[config.mk]
export PLATFORM = sky130hd
export DESIGN_NAME = tetron_cell_addr
export DESIGN_NICKNAME = d
export VERILOG_FILES = /design/src/rtl/tetris_pkg.sv /design/src/rtl/tetron_cell_addr.sv
export SDC_FILE = /design/constraint.sdc
export NUM_CORES = 1
export LEC_CHECK = 0
export ABC_CLOCK_PERIOD_IN_PS = 2009
export BUFFER_PORTS_ARGS = -buffer_cell sky130_fd_sc_hd__buf_4
export CAP_MARGIN = 30
export CORE_AREA = 3 3 40 42
export DETAILED_ROUTE_END_ITERATION = 12
export DIE_AREA = 0 0 43 45
export GPL_TIMING_DRIVEN = 0
export PLACE_DENSITY = 0.64
export SYNTH_ARGS = -nofsm -noshare
export SYNTH_HDL_FRONTEND = slang
export SYNTH_SLANG_ARGS = --single-unit
[constraint.sdc]
create_clock -name vclk -period 2.01
set_input_delay 0.1005 -clock vclk [all_inputs]
set_output_delay 0.1005 -clock vclk [all_outputs]
set_load 0.02 [all_outputs]
[src/rtl/tetris_pkg.sv]
// Shared playfield geometry, offset width and checker state encoding.
package tetris_pkg;

   localparam int BOARD_W = 10;
   localparam int BOARD_H = 20;
   localparam int OFF_W   = 5;

   typedef enum logic [1:0] {
      IDLE,
      READ,
      CHECK,
      DONE
   } state_t;

endpackage

[src/rtl/tetron_cell_addr.sv]
// Absolute cell address of one piece block: anchor + offset, with playfield bounds test.
module tetron_cell_addr #(
   parameter int BOARD_W = tetris_pkg::BOARD_W,
   parameter int BOARD_H = tetris_pkg::BOARD_H
) (
   input  logic [tetris_pkg::OFF_W-1:0] pos_row,
   input  logic [tetris_pkg::OFF_W-1:0] pos_col,
   input  logic [tetris_pkg::OFF_W-1:0] voff,
   input  logic [tetris_pkg::OFF_W-1:0] hoff,
   output logic [tetris_pkg::OFF_W-1:0] abs_row,
   output logic [tetris_pkg::OFF_W-1:0] abs_col,
   output logic                         oob
);

   import tetris_pkg::*;

   localparam logic [OFF_W:0] ROW_LIM = BOARD_H[OFF_W:0];
   localparam logic [OFF_W:0] COL_LIM = BOARD_W[OFF_W:0];

   logic [OFF_W:0] row_sum;
   logic [OFF_W:0] col_sum;

   // One extra bit so anchor+offset never wraps back into the board.
   always_comb begin
      row_sum = {1'b0, pos_row} + {1'b0, voff};
      col_sum = {1'b0, pos_col} + {1'b0, hoff};
      oob     = (row_sum >= ROW_LIM) || (col_sum >= COL_LIM);
      abs_row = row_sum[OFF_W-1:0];
      abs_col = col_sum[OFF_W-1:0];
   end

endmodule

Word level (Yosys, flattened, before mapping)

Index checks and enable logic that the tools add are counted.

$add $sub $neg: 2
$lt $le $gt $ge: 2
Reductions and logical operators: 1

Operators with widths:

| kind                                                               | number |
|---|---|
| adder 5 x 5 -> 6 bit                                               | 2 |
| greater-or-equal comparator 6 x 4 -> 1 bit (second input constant) | 1 |
| greater-or-equal comparator 6 x 5 -> 1 bit (second input constant) | 1 |
| logical OR 1 bit                                                   | 1 |

Register bits after elaboration: 0
Input port bits: 20
Output and inout bits: 11
Word-level logic and storage cells: 5

Depth between registers and ports, before layout

Gate-level depths: netlist of run 1.

Depth in word-level cells: 3
Gate-level depth with buffers: 8
Gate-level depth less buffers: 8

Worst setup path before layout of run 1

No wires, ideal clock.

Kind: input port to output port
Start point: input port pos_row[0] in the netlist's numbering
End point: output port oob
Arrival time: 1.718 ns
Required time: 1.910 ns
Path slack: 0.191 ns
Stages on the path: 8
Buffers on the path: 0
Cells stage by stage: ha_1 > inv_1 > fa_1 > nand2b_1 > nand2_1 > a21oi_1 > xnor2_1 > a211o_1

Cells in the longest elaborated chain, start to end: 3

RTL lines:

| element                                    | RTL line               | source |
|---|---|---|
| start, declared                            | tetron_cell_addr.sv:6  | `input logic [tetris_pkg::OFF_W-1:0] pos_row,` |
| adder 5 x 5 -> 6 bit                       | tetron_cell_addr.sv:25 | `row_sum = {1'b0, pos_row} + {1'b0, voff};` |
| net abs_row (one bit)                      | tetron_cell_addr.sv:10 | `output logic [tetris_pkg::OFF_W-1:0] abs_row,` |
| greater-or-equal comparator 6 x 5 -> 1 bit | tetron_cell_addr.sv:27 | `oob = (row_sum >= ROW_LIM) \|\| (col_sum >= COL_LIM);` |
| logical OR 1 bit                           | tetron_cell_addr.sv:27 |  |
| end, declared                              | tetron_cell_addr.sv:12 | `output logic oob` |

The timed path passes the listed nets, and every way through them passes these cells.

Worst setup path in the final report of run 1

Start point: input port pos_row[0] in the netlist's numbering
End point: output port oob

Cells in the longest elaborated chain, start to end: 3

RTL lines:

| element                                    | RTL line |
|---|---|
| adder 5 x 5 -> 6 bit                       | tetron_cell_addr.sv:25 |
| greater-or-equal comparator 6 x 5 -> 1 bit | tetron_cell_addr.sv:27 |
| logical OR 1 bit                           | tetron_cell_addr.sv:27 |

Every way passes these cells.

==> flow_metrics.tcl, run 1 <==
set metrics [dict create \
    status "finished, final reports clean" \
    startpoint_type "primary input" \
    die_h_um 45 \
    p_per_area_nw_per_um2 382 \
    drt_iter0_drc 1 \
    p_leak_nw 0.354 \
    dr.pass1.iters 4 \
    wl_met1_um 370 \
    initial_utilization 0.301 \
    avgSynthCellArea_um2 8.23 \
    port_buffers 31 \
    routedWlPerCell_um 10.2 \
    multiInputGateArea_um2 383 \
    relSlewSlack 0.851 \
    drv_slew 0 \
    crit_arrival_ns 1.74 \
    period_minus_slack_ns 1.84 \
    min_path_type "primary input to output pin" \
    yosysTopAreaCell "ha_1" \
    hold_viol 0 \
    grt_pass1_wl_um 1630 \
    mostFrequentLayoutCells "31 x buf_4, 9 x ha_1, 5 x inv_1" \
    place_congestion 0.621 \
    synthTopCellsByArea "ha_1 32%, fa_1 10%, a21o_1 7.8%" \
    die_area_um2 1940 \
    rsz0062_at_grt "false" \
    clkbuf_count 0 \
    finish.utilization 0.508 \
    fillers 131 \
    final_common_cell "buf_4" \
    setup_viol 0 \
    grt_max_degree 7 \
    synthCells 47 \
    synth_mux_area_frac 0 \
    tightest_slew_ns 0.222 \
    crit_start "pos_row[0]" \
    area_growth_pct 68.9 \
    pin_count 31 \
    min_from "hoff[0]" \
    regArea_um2 0 \
    critPathMaxFanout 4 \
    postCtsSetupRepairBufs 0 \
    ir_drop_uv 183 \
    syn_nets 79 \
    layout-drive-gt1-share 0.462 \
    cp.required_ns 1.91 \
    viasPerCell 4.89 \
    period_share 0.918 \
    synth_top_family_by_area "adder cells" \
    fin_nets 112 \
    drc_errors 0 \
    netlist_area_um2 387 \
    gr-total-overflow 0 \
    dr_wl_met2_um 443 \
    yosys_warnings 0 \
    dieWidth_um 43 \
    antenna_cells 0 \
    grt_pass1_vias 423 \
    yosys.area.top_type_share 0.324 \
    synth-seq-area-share 0 \
    synth_compound_area_frac 0.282 \
    wl_met3_um 135 \
    dp_hpwl_um 886 \
    vias 455 \
    max_freq_mhz 542 \
    antenna_found_initial 0 \
    track_usage 0.101 \
    yosys.area_share.simple 0.129 \
    critPathKind "primary input to output pin" \
    core_area_um2 1280 \
    ant_nets 0 \
    endpoint_kind "output pin" \
    drv_cap 0 \
    synth_cell_type_count 20 \
    wirelength_um 949 \
    totalNegativeSetupSlack_ns 0 \
    top_layer "met3" \
    design.seq.count 0 \
    synthXorXnorAreaFrac 0.113 \
    num_rows 13 \
    synthAdderAreaFrac 0.427 \
]
kinds of logic after synthesis:
group / Yosys count
adder cells (fa/ha/maj): 12
AO/OA/AOI/OAI: 16
AND/OR/NAND/NOR: 9
XOR/XNOR: 5
buffers and inverters: 5
path summary, 6_finish.rpt:
path | to | slack [ns] | cells after the start
min | abs_col[0] | 0.52 | 3
max | oob | 0.17 | 10
cells in the mapped netlist (all sizes together):
library cell  number
o21ai              2
nand2b             2
o221ai             1
nand3              1
a21o               4
a211o              1
nand4              1
and2               1
xnor2              3
o21a               1
nand2              3
a211oi             1
fa                 2
inv                5
ha                10
xor2               2
a21oi              5
a21boi             1
nand4b             1
power breakdown:
group / total (mW) / switching, mW / internal [mW]
clock network: 0 / 0 / 0
logic: 0.250 / 0.125 / 0.124
registers: 0 / 0 / 0
total: 0.250 / 0.125 / 0.124
worst max-delay path: stages:
cell and delay [ns]:
buf_4 0.08, ha_2 0.18, inv_1 0.06, fa_2 0.34, nand2b_4 0.16, and2_1 0.14, o221ai_1 0.17, nand2_1 0.08
a211o_1 0.29, buf_4 0.16
through the flow:
| stage | hold WS (ns) | total power [mW] | area, um^2 | worst slack, ns | instances |
|---|---|---|---|---|---|
| 2_1_floorplan | 0.401 | 0.147 | 387 | 0.191 | 47 |
| 3_3_place_gp | 0.509 | 0.244 | 638 | 0.0663 | 93 |
| 3_5_place_dp | 0.515 | 0.248 | 638 | 0.0549 | 93 |
| 4_1_cts | 0.519 | 0.249 | 638 | 0.0423 | 93 |
| 5_1_grt | 0.548 | 0.278 | 653 | 0.0329 | 93 |
| 6_report | 0.517 | 0.250 | 653 | 0.166 | 93 |
what timing repair did:
action	4_1_cts	5_1_grt
endpoints found under the setup margin	0	1
gates resized for setup	0	4
hold buffers	0	0
layout make-up:
type                       instances  area share
timing repair buffer              31       0.356
inverter                           5      0.0287
multi-input combinational         42       0.586
tap                               15      0.0287
per-layer routing:
| layer | GRT usage | vias to the layer above |
|---|---|---|
| li1 | - | 234 |
| met1 | 0.124 | 195 |
| met2 | 0.198 | 26 |
| met3 | 0.0159 | 0 |
| met4 | 0 | 0 |
| met5 | 0 | - |
Note: power is estimated with default switching activity, not from simulation.
==> run 2: changes to the inputs <==
==> constraint.sdc (replaced) <==
create_clock -name vclk -period 2.01
set_input_delay 0.3015 -clock vclk [all_inputs]
set_output_delay 0.3015 -clock vclk [all_outputs]
set_load 0.02 [all_outputs]
==> run 2 against run 1 <==
- the flow now finishes with violations (setup timing)
- flip-flop and latch count unchanged
- clock-buffer cell count unchanged
- wire length up 7.6%
- hold slack better by 0.39 ns
- critical path type unchanged
- largest power group unchanged
==> flow_metrics.tcl, run 2 (synthesized netlist as in run 1, its figures left out) <==
set metrics [dict create \
    viasPerCell 4.93 \
    violations "setup timing" \
    drv_cap 0 \
    totalNegativeSetupSlack_ns -0.145 \
    core_area_um2 1280 \
    grt_max_degree 7 \
    cp.required_ns 1.71 \
    crit_arrival_ns 1.85 \
    min_path_type "primary input to output pin" \
    clkbuf_count 0 \
    period_minus_slack_ns 2.16 \
    final_common_cell "buf_4" \
    drt_iter0_drc 0 \
    dr.pass1.iters 1 \
    drv_slew 0 \
    dp_hpwl_um 909 \
    ant_nets 0 \
    status "finished with violations" \
    port_buffers 31 \
    hold_viol 0 \
    vias 463 \
    startpoint_type "primary input" \
    endpoint_kind "output pin" \
    antenna_cells 0 \
    antenna_found_initial 0 \
    mostFrequentLayoutCells "27 x buf_4, 8 x ha_1, 5 x buf_6" \
    p_leak_nw 0.382 \
    wirelength_um 1020 \
    p_per_area_nw_per_um2 382 \
    regArea_um2 0 \
    finish.utilization 0.570 \
    pin_count 31 \
    critPathMaxFanout 4 \
    tightest_slew_ns 0.222 \
    place_congestion 0.640 \
    cts_hold_buf 0 \
    place_ws_ns -0.263 \
    layout-drive-gt1-share 0.570 \
    placed_area_um2 678 \
    dieWidth_um 43 \
    initial_utilization 0.301 \
    ir_drop_uv 191 \
    design.seq.count 0 \
    grt_pass1_wl_um 1800 \
    die_area_um2 1940 \
    setup_ws_ns -0.145 \
    fillers 124 \
    setup_viol 1 \
    routedWlPerCell_um 10.9 \
    die_h_um 45 \
    max_freq_mhz 464 \
    critPathKind "primary input to output pin" \
    gr-total-overflow 0 \
    num_rows 13 \
    multiInputGateArea_um2 435 \
    grt_pass1_vias 471 \
    drc_errors 0 \
    period_share 1.07 \
    fin_area_um2 732 \
    fin_nets 113 \
    track_usage 0.113 \
    area_growth_pct 89.3 \
    relSlewSlack 0.852 \
    rsz0062_at_grt "true" \
]
-- run 2: cell count changes in the layout (fill, tap and decap cells not counted), moves of 2 or more --
| cell | before | now |
|---|---|---|
| xnor2_1 | 3 | 1 |
| buf_4 | 31 | 27 |
| buf_6 | 0 | 5 |
| ha_4 | 0 | 2 |
| xnor2_2 | 0 | 2 |
-- run 2: timing repair --
item                                    in CTS  in global routing
buffers inserted                             1                  0
pin swaps                                    6                  7
endpoints found under the setup margin       2                  2
resized for setup                            5                  8
-- run 2: metrics by stage --
step           hold WS, ns  total power [mW]  std cells
2_1_floorplan        0.738             0.165         47
3_3_place_gp         0.914             0.262         93
3_5_place_dp         0.918             0.266         93
4_1_cts              0.910             0.274         94
5_1_grt              0.923             0.307         94
6_report             0.907             0.279         94
-- run 2: report_power, final --
| part | switching, mW | internal [mW] | leakage, nW |
|---|---|---|---|
| registers | 0 | 0 | 0 |
| clock network | 0 | 0 | 0 |
| logic | 0.136 | 0.143 | 0.382 |
-- run 2: final cells by class --
type,count,area share
multi-input cells,42,0.595
repair buffers,32,0.354
inverters,5,0.0256
well taps,15,0.0256
-- run 2: worst max-delay path: stages --
cell and delay, ns:
buf_6 0.08, ha_4 0.14, inv_2 0.04, fa_2 0.35, nand2b_4 0.16, and2_4 0.14, o221ai_2 0.16, nand2_1 0.07
a211o_1 0.27, buf_6 0.14
-- run 2: worst paths after layout --
kind | slack, ns | to | startpoint | cells after the start
max | -0.15 | oob | voff[0] | 10
min | 0.91 | abs_col[0] | pos_col[0] | 3
-- run 2: per-layer routing --
| layer | vias to the layer above | share of wire | global-route usage |
|---|---|---|---|
| met5 | - | 0 | 0 |
| met4 | 0 | 0 | 0 |
| met3 | 0 | 0.097 | 0.0120 |
| met2 | 22 | 0.50 | 0.231 |
| met1 | 203 | 0.41 | 0.134 |
| li1 | 238 | - | - |
